`src/rtl/handshake_window_monitor.sv`:
```
// Multi-channel req/ack protocol checker: measures ack latency after each req rise
// and reports EARLY / LATE / ACK_NO_REQ / PROTO violations as pulses, sticky bits and a count.
module handshake_window_monitor #(
    parameter int NUM_CH        = 2,
    parameter int MIN_ACK_CYCLE = 2,
    parameter int MAX_ACK_CYCLE = 4,
    parameter bit REQ_HOLD      = 1'b1,
    parameter int CNT_W         = 8
) (
    input  logic                  clk,
    input  logic                  reset_n,
    input  logic                  enable,
    input  logic                  clear,
    input  logic [NUM_CH-1:0]     req,
    input  logic [NUM_CH-1:0]     ack,
    output logic [4*NUM_CH-1:0]   fire,
    output logic [4*NUM_CH-1:0]   err_sticky,
    output logic [CNT_W-1:0]      err_count,
    output logic [NUM_CH-1:0]     busy
);

    localparam int CW = $clog2(MAX_ACK_CYCLE + 1);
    localparam int PW = $clog2(4 * NUM_CH + 1);
    localparam int SW = CNT_W + PW;

    localparam logic [CW-1:0] MIN_C = CW'(MIN_ACK_CYCLE);
    localparam logic [CW-1:0] MAX_C = CW'(MAX_ACK_CYCLE);

    localparam logic [1:0] S_IDLE  = 2'd0;
    localparam logic [1:0] S_WAIT  = 2'd1;
    localparam logic [1:0] S_STALE = 2'd2;

    localparam int F_EARLY = 0;
    localparam int F_LATE  = 1;
    localparam int F_ANR   = 2;
    localparam int F_PROTO = 3;

    generate
        if (MIN_ACK_CYCLE < 1 || MAX_ACK_CYCLE < MIN_ACK_CYCLE) begin : g_param_check
            $error("handshake_window_monitor: need 1 <= MIN_ACK_CYCLE <= MAX_ACK_CYCLE");
        end
    endgenerate

    logic [1:0]          state      [NUM_CH];
    logic [1:0]          state_next [NUM_CH];
    logic [CW-1:0]       cnt        [NUM_CH];
    logic [CW-1:0]       cnt_next   [NUM_CH];
    logic [NUM_CH-1:0]   req_q;
    logic                armed;
    logic [NUM_CH-1:0]   rise;
    logic [4*NUM_CH-1:0] fire_next;
    logic [PW-1:0]       fire_pop;
    logic [SW-1:0]       count_sum;
    logic [CNT_W-1:0]    count_next;

    // armed stays low until the first enabled edge so a req already high at reset release is ignored
    assign rise = req & ~req_q & {NUM_CH{armed}};

    always_comb begin
        for (int c = 0; c < NUM_CH; c++) begin
            // NOTE: every combinational output gets a default first, so no path leaves it unassigned (no latch).
            state_next[c]       = state[c];
            cnt_next[c]         = cnt[c];
            fire_next[4*c +: 4] = 4'b0000;
            if (!enable) begin
                state_next[c] = S_IDLE;
                cnt_next[c]   = '0;
            end else begin
                case (state[c])
                    S_IDLE: begin
                        if (ack[c]) begin
                            fire_next[4*c + F_ANR] = 1'b1;
                        end else if (rise[c]) begin
                            state_next[c] = S_WAIT;
                            cnt_next[c]   = CW'(1);
                        end
                    end
                    S_WAIT: begin
                        if (ack[c]) begin
                            if (cnt[c] < MIN_C) fire_next[4*c + F_EARLY] = 1'b1;
                            state_next[c] = S_IDLE;
                            cnt_next[c]   = '0;
                        end else if (REQ_HOLD && !req[c]) begin
                            fire_next[4*c + F_PROTO] = 1'b1;
                            state_next[c] = S_IDLE;
                            cnt_next[c]   = '0;
                        end else if (rise[c]) begin
                            fire_next[4*c + F_PROTO] = 1'b1;
                            cnt_next[c]   = CW'(1);
                        end else if (cnt[c] == MAX_C) begin
                            fire_next[4*c + F_LATE] = 1'b1;
                            state_next[c] = S_STALE;
                            cnt_next[c]   = '0;
                        end else begin
                            cnt_next[c]   = cnt[c] + CW'(1);
                        end
                    end
                    S_STALE: begin
                        if (!req[c] && !ack[c]) state_next[c] = S_IDLE;
                    end
                    default: begin
                        state_next[c] = S_IDLE;
                        cnt_next[c]   = '0;
                    end
                endcase
            end
        end
    end

    always_comb begin
        fire_pop = '0;
        for (int i = 0; i < 4 * NUM_CH; i++) begin
            fire_pop = fire_pop + PW'(fire_next[i]);
        end
        count_sum  = SW'(err_count) + SW'(fire_pop);
        // any carry above CNT_W bits means the counter would wrap, so pin it at all-ones
        count_next = (|count_sum[SW-1:CNT_W]) ? {CNT_W{1'b1}} : count_sum[CNT_W-1:0];
    end

    always_comb begin
        for (int c = 0; c < NUM_CH; c++) begin
            busy[c] = (state[c] == S_WAIT);
        end
    end

    // NOTE: sequential state uses non-blocking assignments so every register samples pre-edge values.
    always_ff @(posedge clk or negedge reset_n) begin
        if (!reset_n) begin
            for (int c = 0; c < NUM_CH; c++) begin
                state[c] <= S_IDLE;
                cnt[c]   <= '0;
            end
            req_q      <= '0;
            armed      <= 1'b0;
            fire       <= '0;
            err_sticky <= '0;
            err_count  <= '0;
        end else begin
            for (int c = 0; c < NUM_CH; c++) begin
                state[c] <= state_next[c];
                cnt[c]   <= cnt_next[c];
            end
            req_q      <= req;
            armed      <= armed | enable;
            fire       <= fire_next;
            err_sticky <= clear ? '0 : (err_sticky | fire_next);
            err_count  <= clear ? '0 : count_next;
        end
    end

endmodule

```
`config.mk`:
```
export PLATFORM = sky130hd
export DESIGN_NAME = handshake_window_monitor
export DESIGN_NICKNAME = d
export VERILOG_FILES = /design/src/rtl/handshake_window_monitor.sv
export SDC_FILE = /design/constraint.sdc
export NUM_CORES = 1
export LEC_CHECK = 0
export BUFFER_PORTS_ARGS = -buffer_cell sky130_fd_sc_hd__clkbuf_2
export CAP_MARGIN = 20
export CORE_MARGIN = 2
export CORE_UTILIZATION = 45
export DETAILED_ROUTE_END_ITERATION = 7
export GPL_ROUTABILITY_DRIVEN = 0
export PLACE_DENSITY = 0.78
export SLEW_MARGIN = 5
export SYNTH_ARGS = -nofsm -noshare
export SYNTH_HDL_FRONTEND = slang
export SYNTH_SLANG_ARGS = --single-unit
```
`constraint.sdc`:
```
create_clock -name clk -period 9.3 [get_ports clk]
set_clock_uncertainty 0.05 [all_clocks]
set_input_delay 1.395 -clock clk [delete_from_list [all_inputs] [get_ports clk]]
set_output_delay 1.395 -clock clk [all_outputs]
set_load 0.02 [all_outputs]
```
# After elaboration in Yosys (flattened, before gate mapping)
# Cells that the tools add are included.
# W data, S select, Z words.
[op_classes]
n_addsub = 10
magnitude_cmp = 2
eq_ne = 18
mux = 65
bitwise = 5
reduce_logical = 13
[ops]
columns = ["op", "n"]
rows = [
  ["$mux W3", 14],
  ["$mux W2", 18],
  ["$mux W1", 24],
  ["$mux W8", 3],
  ["$ne A3 B3 Y1 const B", 6],
  ["$pmux W3 S3", 2],
  ["$add A4 B1 Y4", 4],
  ["$pmux W2 S3", 2],
  ["$ne A5 B4 Y1 const B", 2],
  ["$ne A5 B5 Y1 const B", 2],
  ["$reduce_and A5 Y1", 2],
  ["$add A8 B4 Y9", 1],
  ["$mux W4", 2],
  ["$or A8 B8 Y8", 1],
  ["$add A3 B1 Y3 const B", 2],
  ["$eq A3 B3 Y1 const B", 2],
  ["$lt A3 B2 Y1 const B", 2],
  ["$reduce_and A3 Y1", 2],
  ["$add A3 B1 Y4", 1],
  ["$and A2 B2 Y2", 2],
  ["$eq A2 B1 Y1 const B", 2],
  ["$eq A2 B2 Y1 const B", 2],
  ["$logic_not A1 Y1", 4],
  ["$logic_not A2 Y1", 2],
  ["other kinds (7)", 9],
]
[word_totals]
regBits = 37
in_bits = 8
output_inout_bits = 26
elab_cells = 122

# Longest topological paths before layout
# Gate-level depths: netlist (run 1).
[logic_depth]
ltp_word = 19
depth_mapped = 13
ltp_nobuf = 13

# Least setup slack after synthesis (run 1)
# Ideal clock, no wire load.
[synth_timing]
kind = "input port to flip-flop"
start = "input enable"
end = "register err_count[5]"
setup_ps = 138
arrival_ps = 4857
t_required_ps = 9112
slack_ps = 4255
path_stages = 13
n_path_buf = 0
path_cell_list = "nand3b_1 > nor4b_1 > fa_1 > inv_1 > fa_1 > fa_1 > fa_1 > inv_1 > fa_1 > a21o_1 > a21oi_1 > or2_2 > o211ai_1"
[synth_between]
elab_chain_len = 12
elab_cells_between_ends = 13
classes_between = "8 x add/sub; 4 x mux; 1 x reduce/logical"
[synth_rtl]
columns = ["element", "line_no", "rtl"]
rows = [
  ["start: declaration", "12", "input logic enable,"],
  ["$mux W4 (*)", "65", "if (!enable) begin"],
  ["net fire_next[0]", "51", "logic [4*NUM_CH-1:0] fire_next;"],
  ["$add A1 B1 Y2 (*)", "113", "fire_pop = fire_pop + PW'(fire_next[i]);"],
  ["$add A2 B1 Y3 (*)", "113", ""],
  ["$add A3 B1 Y4 (*)", "113", ""],
  ["$add A4 B1 Y4 (*) (4 in a row)", "113", ""],
  ["$add A8 B4 Y9 (*)", "115", "count_sum = SW'(err_count) + SW'(fire_pop);"],
  ["$reduce_or A4 Y1", "117", "count_next = (|count_sum[SW-1:CNT_W]) ? {CNT_W{1'b1}} : count_sum[CNT_W-1:0];"],
  ["$mux W8 (*)", "117", ""],
  ["$mux W8 (*)", "147", "err_count <= clear ? '0 : count_next;"],
  ["end signal: assignment", "147", ""],
  ["end: declaration", "18", "output logic [CNT_W-1:0] err_count,"],
]
# The timed path passes the listed nets; every way through them passes the cells marked *.
# A chain may end at the register's enable or synchronous reset.

# Worst setup path after layout (run 1)
# Same ends and word-level chain as after synthesis.

==> metrics.md, run 1 <==
| Metric | Value |
|---|---|
| Grt total ovfl | `0` |
| Peak supply drop | `roughly 76 uV` |
| Final Hold Viols | `0` |
| Critical Path End Type | `flip-flop` |
| Clk pin slew, worst setup/hold paths | `0.07 ns` |
| Critical Path End | `err_count[5]` |
| Worst slew margin | `0.407` |
| CTS Hold Buffers Added | `0` |
| Power density over the cells | `roughly 160 nW/um^2` |
| PortBufs | `33` |
| Status | `finished clean` |
| Cell Rows | `23` |
| Slew Limit Fails | `0` |
| Setup TNS | `0 ns` |
| Worst Slack Setup Final | `4.00 ns` |
| Crit path arrival time | `5.41 ns` |
| Synth Net Count | `between 150 and 200` |
| Final min period | `about 5.3 ns` |
| Post-Layout Cell Count | `between 200 and 300` |
| Post-place instance area | `approximately 2100 um^2` |
| WL per Instance | `between 10 and 15 um` |
| Starting DRT DRC Count | `147` |
| FILL cells | `346` |
| #FFs+latches synth | `37` |
| Dpl cells | `257` |
| Syn avg cell area | `about 10 um^2` |
| Final Util | `0.545` |
| Design Power | `around 340 uW` |
| Final nets | `between 200 and 250` |
| Initial antenna violation count | `0` |
| Warnings, synthesis | `0` |
| CTS tree | `built` |
| Die X | `68.0 um` |
| Crit Path Class | `primary input to flip-flop` |
| Initial Util | `0.464` |
| Die ar. | `approximately 4600 um^2` |
| Drt via density | `5.37` |
| Type of the worst min-delay path | `flip-flop to flip-flop` |
| 1st-pass router iterations | `4` |
| Core area | `3970 um^2` |
| Worst Setup SP | `enable` |
| Vias | `~1,400` |
| RSZ-0062 raised after global routing | `false` |
| CTS root buffer | `clkbuf_8` |
| Remaining antenna violation count after routing | `0` |
| Die Ht | `68.0 um` |
| Design area | `2170 um^2` |
| Worst Setup Start Kind | `primary input` |
| Area share of the largest cell type after synthesis | `0.502` |
| I/O Pins | `34` |
| Resized cells post-CTS | `0` |
| Worst-path fanout max | `7` |
| Gr usage total | `0.182` |
| Vias in the first global route | `1,319` |
| R2r setup slk | `4.74 ns` |
| Max Fclk | `189 MHz` |
| Final setup violation count | `0` |
| Area delta synth->final | `17.4%` |
| Async S/R FF share, synth | `1.00` |
| HPWL Detailed | `2750 um` |
| Distinct cells, synth | `about 40` |
| Largest net degree at the start of global routing | `38` |
| Terminus of the critical flop-to-flop path | `err_count[5]` |
| Slew @ Worst Pin | `0.890 ns` |
| Clk_lat worst skew | `0.29 ns` |
| DRC | `0` |
| Max-cap viol count | `0` |
| Fin crit share | `0.570` |
| Area contributors post-synth | `dfrtp_1 50%, ha_1 6.8%, fa_1 5.4%` |
| Ant. Diodes | `0` |
| Max Buffers Root-to-Sink | `2` |
| Share of post-route cells with drive strength above 1 | `0.219` |
| Sequential element share of the synthesized area | `0.502` |
| Setup bufs post-CTS | `0` |
| CTS sink cnt | `37` |
| CTS H-tree depth | `2` |
| Yosys top cell by area | `dfrtp_1` |
| Pleak | `1.08 nW` |
| Post-synth EDFFs | `0` |
| Setup WS pre-CTS | `3.69 ns` |
| Crit path required time | `between 9 and 10 ns` |
| First-pass GRT wire length | `roughly 6000 um` |
| Worst Reg2Reg Path Length in Cells | `13` |
| Cells after synthesis | `176` |
| Hold slack final | `0.453 ns` |
| Final wirelength | `3710 um` |
| Reg2reg start | `state[3]` |
| Top FF cell, synth | `dfrtp_1` |
| Cell Area, Synth | `1840 um^2` |
| CTS Buf Count | `5` |
[logic make-up (layout without fill, tap and decap cells)]
group | Yosys count | after routing | share of synthesized area
AO/OA/AOI/OAI | 37 | 37 | 0.130
XOR/XNOR | 1 | 1 | 0.00475
adder cells (fa/ha/maj) | 15 | 15 | 0.122
buffers and inverters | 22 | 61 | 0.0448
flip-flops | 37 | 37 | 0.502
multiplexers | 2 | 2 | 0.0109
AND/OR/NAND/NOR | 62 | 62 | 0.186
[synthesized netlist by cell type (all sizes together), types with 2 or more instances]
library cell   n
o32ai          2
o22ai          2
o21a           2
mux2i          2
nand2b         5
a21oi         13
nor4b          2
o21ai          6
nor3           4
inv           20
nor2          20
ha            10
dfrtp         37
clkbuf         2
nor2b          4
nand4          2
nand2          7
a211oi         2
or2            4
nor3b          4
fa             5
nand3b         2
nand3          3
[layout by cell type, fill, tap and decap left out, types with 2 or more instances in the layout]
| cell | synthesis | routed |
|---|---|---|
| nor2b_1 | 4 | 4 |
| a21oi_1 | 13 | 13 |
| nand2b_1 | 5 | 5 |
| ha_1 | 10 | 10 |
| inv_1 | 20 | 20 |
| o32ai_1 | 2 | 2 |
| o22ai_1 | 2 | 2 |
| fa_1 | 5 | 5 |
| or2_2 | 4 | 4 |
| mux2i_1 | 2 | 2 |
| o21a_1 | 2 | 2 |
| a211oi_1 | 2 | 2 |
| nand3b_1 | 2 | 2 |
| clkbuf_2 | 0 | 33 |
| nor3b_1 | 3 | 3 |
| o21ai_0 | 6 | 6 |
| nand4_1 | 2 | 2 |
| dfrtp_1 | 37 | 37 |
| clkbuf_8 | 0 | 7 |
| nor2_1 | 20 | 20 |
| nand3_1 | 3 | 3 |
| nand2_1 | 7 | 7 |
| nor4b_1 | 2 | 2 |
| nor3_1 | 3 | 3 |
[sequential cells by signal, summed over array words and instances, names as in the netlist]
signal and cells:
err_count 8, err_sticky 8, fire 8, cnt 6, state 4, req_q 2, armed 1
[cell type report]
type,instances,area [um^2],share of cell area
Multi-Input combinational cell,117,836,0.386
Timing Repair Buffer,33,165,0.0763
Sequential cell,37,926,0.427
Tap cell,50,62.6,0.0289
Clock buffer,7,96.3,0.0445
Inverter,20,75.1,0.0347
Clock inverter,1,5.00,0.00231
[how the worst min path moves through the flow]
stage	startpoint	end	slack, ns	depth (start not counted)
floorplan	cnt[1]	fire[4]	0.43	1
global placement	err_sticky[6]	err_sticky[6]	0.43	2
detailed placement	err_sticky[3]	err_sticky[3]	0.44	2
CTS	err_sticky[3]	err_sticky[3]	0.46	2
global route	err_sticky[4]	err_sticky[4]	0.47	2
finish	err_sticky[4]	err_sticky[4]	0.45	2
[power by group]
group          leakage (nW)  internal [mW]  switching (mW)
logic                 0.530         0.0163          0.0280
clock network        0.0542         0.0670          0.0568
registers             0.499          0.166         0.00447
[critical path: stages]
cell,delay (ns)
clkbuf_2,0.15
nand3b_1,0.19
nor4b_1,0.63
fa_1,0.52
inv_1,0.07
fa_1,0.42
fa_1,0.52
fa_1,0.20
inv_1,0.06
fa_1,0.40
a21o_1,0.21
a21oi_1,0.32
or2_2,0.23
o211ai_1,0.09
[routing by layer]
| metal | wire length (um) | vias to the layer above | track usage |
|---|---|---|---|
| met5 | 0 | - | 0 |
| met4 | 63 | 0 | 0.0775 |
| met3 | 167 | 7 | 0.0576 |
| met2 | 1800 | 32 | 0.278 |
| met1 | 1680 | 699 | 0.240 |
| li1 | - | 684 | - |
(Power assumes the default switching activity.)
==> run 2: changes to the inputs <==
--- a/config.mk
+++ b/config.mk
@@ -11,7 +11,7 @@
 export CORE_UTILIZATION = 45
 export DETAILED_ROUTE_END_ITERATION = 7
 export GPL_ROUTABILITY_DRIVEN = 0
-export PLACE_DENSITY = 0.78
+export PLACE_DENSITY = 0.8
 export SLEW_MARGIN = 5
 export SYNTH_ARGS = -nofsm -noshare
 export SYNTH_HDL_FRONTEND = slang
==> constraint.sdc (replaced) <==
create_clock -name clk -period 4.5 [get_ports clk]
set_clock_uncertainty 0.05 [all_clocks]
set_input_delay 0.675 -clock clk [delete_from_list [all_inputs] [get_ports clk]]
set_output_delay 0.675 -clock clk [all_outputs]
set_load 0.02 [all_outputs]
==> run 2 against run 1 <==
Compared with the run above: critical path depth increased by 1; non-clock buffer count grew 7; sequential share of layout area decreased by 1.5 points; total power is 120% higher; hold slack got worse by 0.0074 ns; setup slack worse by 3.7 ns; clock power up 140%; die area did not move; design area is 3.5% higher; largest power group unchanged; wire length is 0.19% lower.
==> metrics.md, run 2 (same netlist as run 1, synthesis figures left out) <==
| Metric | Value |
|---|---|
| Power density over the cells | `332 nW/um^2` |
| Post-Layout Cell Count | `about 270` |
| CTS Hold Buffers Added | `0` |
| Worst Reg2Reg Path Length in Cells | `15` |
| Critical Path End Type | `flip-flop` |
| Area delta synth->final | `21.6%` |
| Crit Path Class | `flip-flop to flip-flop` |
| Setup bufs post-CTS | `0` |
| Initial antenna violation count | `0` |
| Die Ht | `68.0 um` |
| Largest net degree at the start of global routing | `38` |
| Final wirelength | `roughly 3700 um` |
| Initial Util | `0.464` |
| Worst slew margin | `0.409` |
| Int Pwr | `559 uW` |
| Clk pin slew, worst setup/hold paths | `0.07 ns` |
| Most frequent cells in the layout | `37 x dfrtp_1, 33 x clkbuf_2, 20 x inv_1, 20 x nor2_1, 13 x a21oi_1` |
| 1st-pass router iterations | `4` |
| Reg2reg start | `state[3]` |
| Crit path required time | `around 4.6 ns` |
| WL per Instance | `13.6 um` |
| Type of the worst min-delay path | `primary input to asynchronous set/reset pin` |
| Switch Pwr | `around 190 uW` |
| Die ar. | `between 4000 and 5000 um^2` |
| Dpl cells | `between 200 and 300` |
| Final Hold Viols | `0` |
| RSZ-0062 raised after global routing | `false` |
| Final nets | `244` |
| First-pass GRT wire length | `6170 um` |
| Pleak | `~1.1 nW` |
| CTS tree | `built` |
| Final min period | `4.16 ns` |
| Sw Share | `0.249` |
| Power share of the combinational group | `0.126` |
| Worst-path fanout max | `5` |
| Max Fclk | `approximately 240 MHz` |
| Status | `finished clean` |
| Vias | `1,398` |
| Slew Limit Fails | `0` |
| Regs by FF count | `err_count (8), err_sticky (8), fire (8)` |
| Share of post-route cells with drive strength above 1 | `0.248` |
| Vias in the first global route | `approximately 1,300` |
| Design Power | `745 uW` |
| Fin crit share | `0.925` |
| Final setup violation count | `0` |
| Drt via density | `5.14` |
| R2r setup slk | `0.34 ns` |
| Worst Setup Start Kind | `flip-flop` |
| Die X | `68.0 um` |
| Design area | `2240 um^2` |
| Post-place instance area | `2120 um^2` |
| Hold slack final | `0.446 ns` |
| Max Buffers Root-to-Sink | `2` |
| Starting DRT DRC Count | `87` |
| CTS sink cnt | `37` |
| CTS root buffer | `clkbuf_8` |
| CTS Buf Count | `5` |
| Peak supply drop | `218 uV` |
| Most common cell after layout, fill and taps aside | `dfrtp_1` |
| HPWL Detailed | `roughly 2700 um` |
| Clock share of power | `0.401` |
| CTS H-tree depth | `2` |
| Setup TNS | `0 ns` |
| I/O Pins | `34` |
| Grt total ovfl | `0` |
| Clk_lat worst skew | `0.29 ns` |
| PortBufs | `33` |
| Terminus of the critical flop-to-flop path | `err_count[4]` |
| Crit path arrival time | `4.27 ns` |
| Ant. Diodes | `0` |
| DRC | `0` |
| Max-cap viol count | `0` |
| Resized cells post-CTS | `0` |
| Gr usage total | `0.181` |
| Core area | `3970 um^2` |
| Slew @ Worst Pin | `0.887 ns` |
| Reg power frac | `0.473` |
| Remaining antenna violation count after routing | `0` |
| Cell Rows | `23` |
run 2: metrics by stage:
step	util	setup slack, ns
floorplan	-	0.175
global placement	0.533	0.124
detailed placement	0.533	-0.0401
CTS	0.563	0.273
global route	0.565	0.0191
finish	0.565	0.338
run 2: area by class of cell:
type | count | area [um^2]
Fill cell | 352 | 1730
Sequential cell | 37 | 926
Multi-Input combinational cell | 117 | 841
Timing Repair Buffer | 40 | 218
Clock buffer | 6 | 82.6
Inverter | 20 | 75.1
Tap cell | 50 | 62.6
Clock inverter | 2 | 37.5
run 2: routing by layer:
| metal | GRT usage | part of all wire |
|---|---|---|
| met3 | 0.0329 | 0.039 |
| met5 | 0 | 0 |
| met2 | 0.273 | 0.49 |
| met1 | 0.258 | 0.46 |
| met4 | 0.0750 | 0.014 |
run 2: worst max path at each step:
stage                   from      endpoint  slack (ns)  depth (start not counted)
CTS                   enable  err_count[4]        0.27                         15
global route        state[3]  err_count[4]        0.02                         15
floorplan             enable  err_count[5]        0.17                         13
detailed placement    enable  err_count[4]       -0.04                         15
global placement      enable  err_count[4]        0.12                         15
finish              state[3]  err_count[4]        0.34                         15
run 2: power groups by stage:
stage | Combinational [mW] | Sequential, mW | Clock [mW]
2_1_floorplan | 0.0462 | 0.368 | 0
3_3_place_gp | 0.0905 | 0.359 | 0
3_5_place_dp | 0.0931 | 0.359 | 0
4_1_cts | 0.0950 | 0.353 | 0.306
5_1_grt | 0.106 | 0.354 | 0.319
6_report | 0.0936 | 0.352 | 0.299
run 2: worst max-delay path, cell delays in order, from the launching register on:
cell,delay (ns)
dfrtp_1,0.42
nand3b_1,0.20
nor4b_1,0.30
buf_4,0.20
fa_1,0.41
inv_1,0.08
fa_1,0.43
fa_1,0.51
fa_1,0.19
inv_1,0.06
fa_1,0.40
a21o_1,0.21
a21oi_1,0.19
buf_4,0.15
mux2i_1,0.17
nor2_1,0.06
==> run 3: changes to the inputs <==
--- a/config.mk
+++ b/config.mk
@@ -11,6 +11,7 @@
 export CORE_UTILIZATION = 45
 export DETAILED_ROUTE_END_ITERATION = 7
 export GPL_ROUTABILITY_DRIVEN = 0
+export MAX_ROUTING_LAYER = met4
 export PLACE_DENSITY = 0.8
 export SLEW_MARGIN = 5
 export SYNTH_ARGS = -nofsm -noshare
==> run 3 against run 2 <==
Compared with the run above: design area did not move; first-iteration DRC count shrank 6.9%; final cell count stayed put; register-to-register slack barely moved; critical path depth did not move; sequential share of layout area is the same; fmax about the same; global-route usage rose by 0.52 points; critical path type unchanged; highest routed layer unchanged.
==> metrics.md, run 3 (same netlist as run 1, synthesis figures left out) <==
| Metric | Value |
|---|---|
| Initial Util | `0.464` |
| Share of post-route cells with drive strength above 1 | `0.248` |
| CTS Buf Count | `5` |
| RSZ-0062 raised after global routing | `false` |
| Final min period | `4.16 ns` |
| Clk_lat worst skew | `approximately 0.29 ns` |
| Max-cap viol count | `0` |
| Grt total ovfl | `0` |
| Gr usage total | `0.186` |
| Peak supply drop | `218 uV` |
| Clk pin slew, worst setup/hold paths | `0.07 ns` |
| Remaining antenna violation count after routing | `0` |
| Pleak | `roughly 1.1 nW` |
| Starting DRT DRC Count | `slightly above 80` |
| Vias in the first global route | `~1,300` |
| Status | `finished clean` |
| Crit Path Class | `flip-flop to flip-flop` |
| Die X | `68.0 um` |
| Slew Limit Fails | `0` |
| Slew @ Worst Pin | `slightly below 0.9 ns` |
| Final wirelength | `3710 um` |
| Area delta synth->final | `21.6%` |
| Dpl cells | `264` |
| Final nets | `244` |
| Critical Path End Type | `flip-flop` |
| Core area | `3970 um^2` |
| 1st-pass router iterations | `4` |
| Fin crit share | `0.925` |
| Worst Setup Start Kind | `flip-flop` |
| FILL cells | `352` |
| Setup bufs post-CTS | `0` |
| Area occupied by multi-input gates | `841 um^2` |
| Initial antenna violation count | `0` |
| Final Util | `0.565` |
| DRC | `0` |
| CTS H-tree depth | `2` |
| Worst-path fanout max | `5` |
| CTS sink cnt | `37` |
| Drt via density | `just over 5` |
| Regs by FF count | `err_count (8), err_sticky (8), fire (8)` |
| Die ar. | `4630 um^2` |
| Worst slew margin | `0.410` |
| First-pass GRT wire length | `approximately 6200 um` |
| PortBufs | `33` |
| Die Ht | `68.0 um` |
| Cell Rows | `23` |
| WL per Instance | `13.6 um` |
| Type of the worst min-delay path | `primary input to asynchronous set/reset pin` |
| Power density over the cells | `333 nW/um^2` |
| CTS tree | `built` |
| HPWL Detailed | `~2700 um` |
| Seq. cell area | `roughly 930 um^2` |
| Most common cell after layout, fill and taps aside | `dfrtp_1` |
| I/O Pins | `34` |
| Crit path arrival time | `4.27 ns` |
| Ant. Diodes | `0` |
| Crit path required time | `~4.6 ns` |
| Largest net degree at the start of global routing | `38` |
| Post-Layout Cell Count | `272` |
| CTS Hold Buffers Added | `0` |
| Design area | `around 2200 um^2` |
| Final setup violation count | `0` |
| Post-place instance area | `2120 um^2` |
| Most frequent cells in the layout | `37 x dfrtp_1, 33 x clkbuf_2, 20 x inv_1, 20 x nor2_1, 13 x a21oi_1` |
| Vias | `1,408` |
| CTS root buffer | `clkbuf_8` |
| Max Fclk | `approximately 240 MHz` |
| Max Buffers Root-to-Sink | `2` |
| Final Hold Viols | `0` |
-- run 3: metrics by stage --
step	setup slack (ns)	setup TNS, ns	total power [mW]	hold WS (ns)
detailed placement	-0.0401	-0.0526	0.452	0.438
global route	0.0191	0	0.781	0.493
finish	0.339	0	0.746	0.446
floorplan	0.175	0	0.414	0.329
CTS	0.273	0	0.754	0.454
global placement	0.124	0	0.449	0.427
-- run 3: critical path: stages, from the launching register on --
cell,delay (ns)
dfrtp_1,0.42
nand3b_1,0.20
nor4b_1,0.30
buf_4,0.19
fa_1,0.41
inv_1,0.08
fa_1,0.43
fa_1,0.51
fa_1,0.19
inv_1,0.06
fa_1,0.40
a21o_1,0.21
a21oi_1,0.19
buf_4,0.15
mux2i_1,0.17
nor2_1,0.06
-- run 3: report_power, final --
part,total (mW),internal [mW],switching [mW]
Sequential,0.353,0.343,0.00932
Clock,0.300,0.180,0.120
Combinational,0.0938,0.0361,0.0577
Total,0.746,0.559,0.187
-- run 3: metal layers --
layer,global-route usage,share of wire,vias to the layer above
li1,-,-,698
met1,0.259,0.46,672
met2,0.273,0.48,32
met3,0.0461,0.043,6
met4,0.0525,0.011,0
met5,-,0,-
-- run 3: cell type report --
type	instances	share of cell area
Sequential cell	37	0.413
Multi-Input combinational cell	117	0.375
Timing Repair Buffer	40	0.0971
Clock buffer	6	0.0368
Inverter	20	0.0335
Tap cell	50	0.0279
Clock inverter	2	0.0167
-- run 3: final timing paths --
kind	start	end	slack, ns	depth (start not counted)
worst max-delay path	state[3]	err_count[4]	0.34	15
worst min-delay path	reset_n	fire[3]	0.45	1
worst max register to register	state[3]	err_count[4]	0.34	15
max in group asynchronous	reset_n	err_sticky[6]	3.40	1
min in group clk	err_sticky[4]	err_sticky[4]	0.45	2
worst min register to register	err_sticky[4]	err_sticky[4]	0.45	2
-- run 3: what timing repair did --
item | 4_1_cts | 5_1_grt
hold endpoints to repair | 0 | 0
resized for setup | 0 | 1
endpoints found under the setup margin | 0 | 1
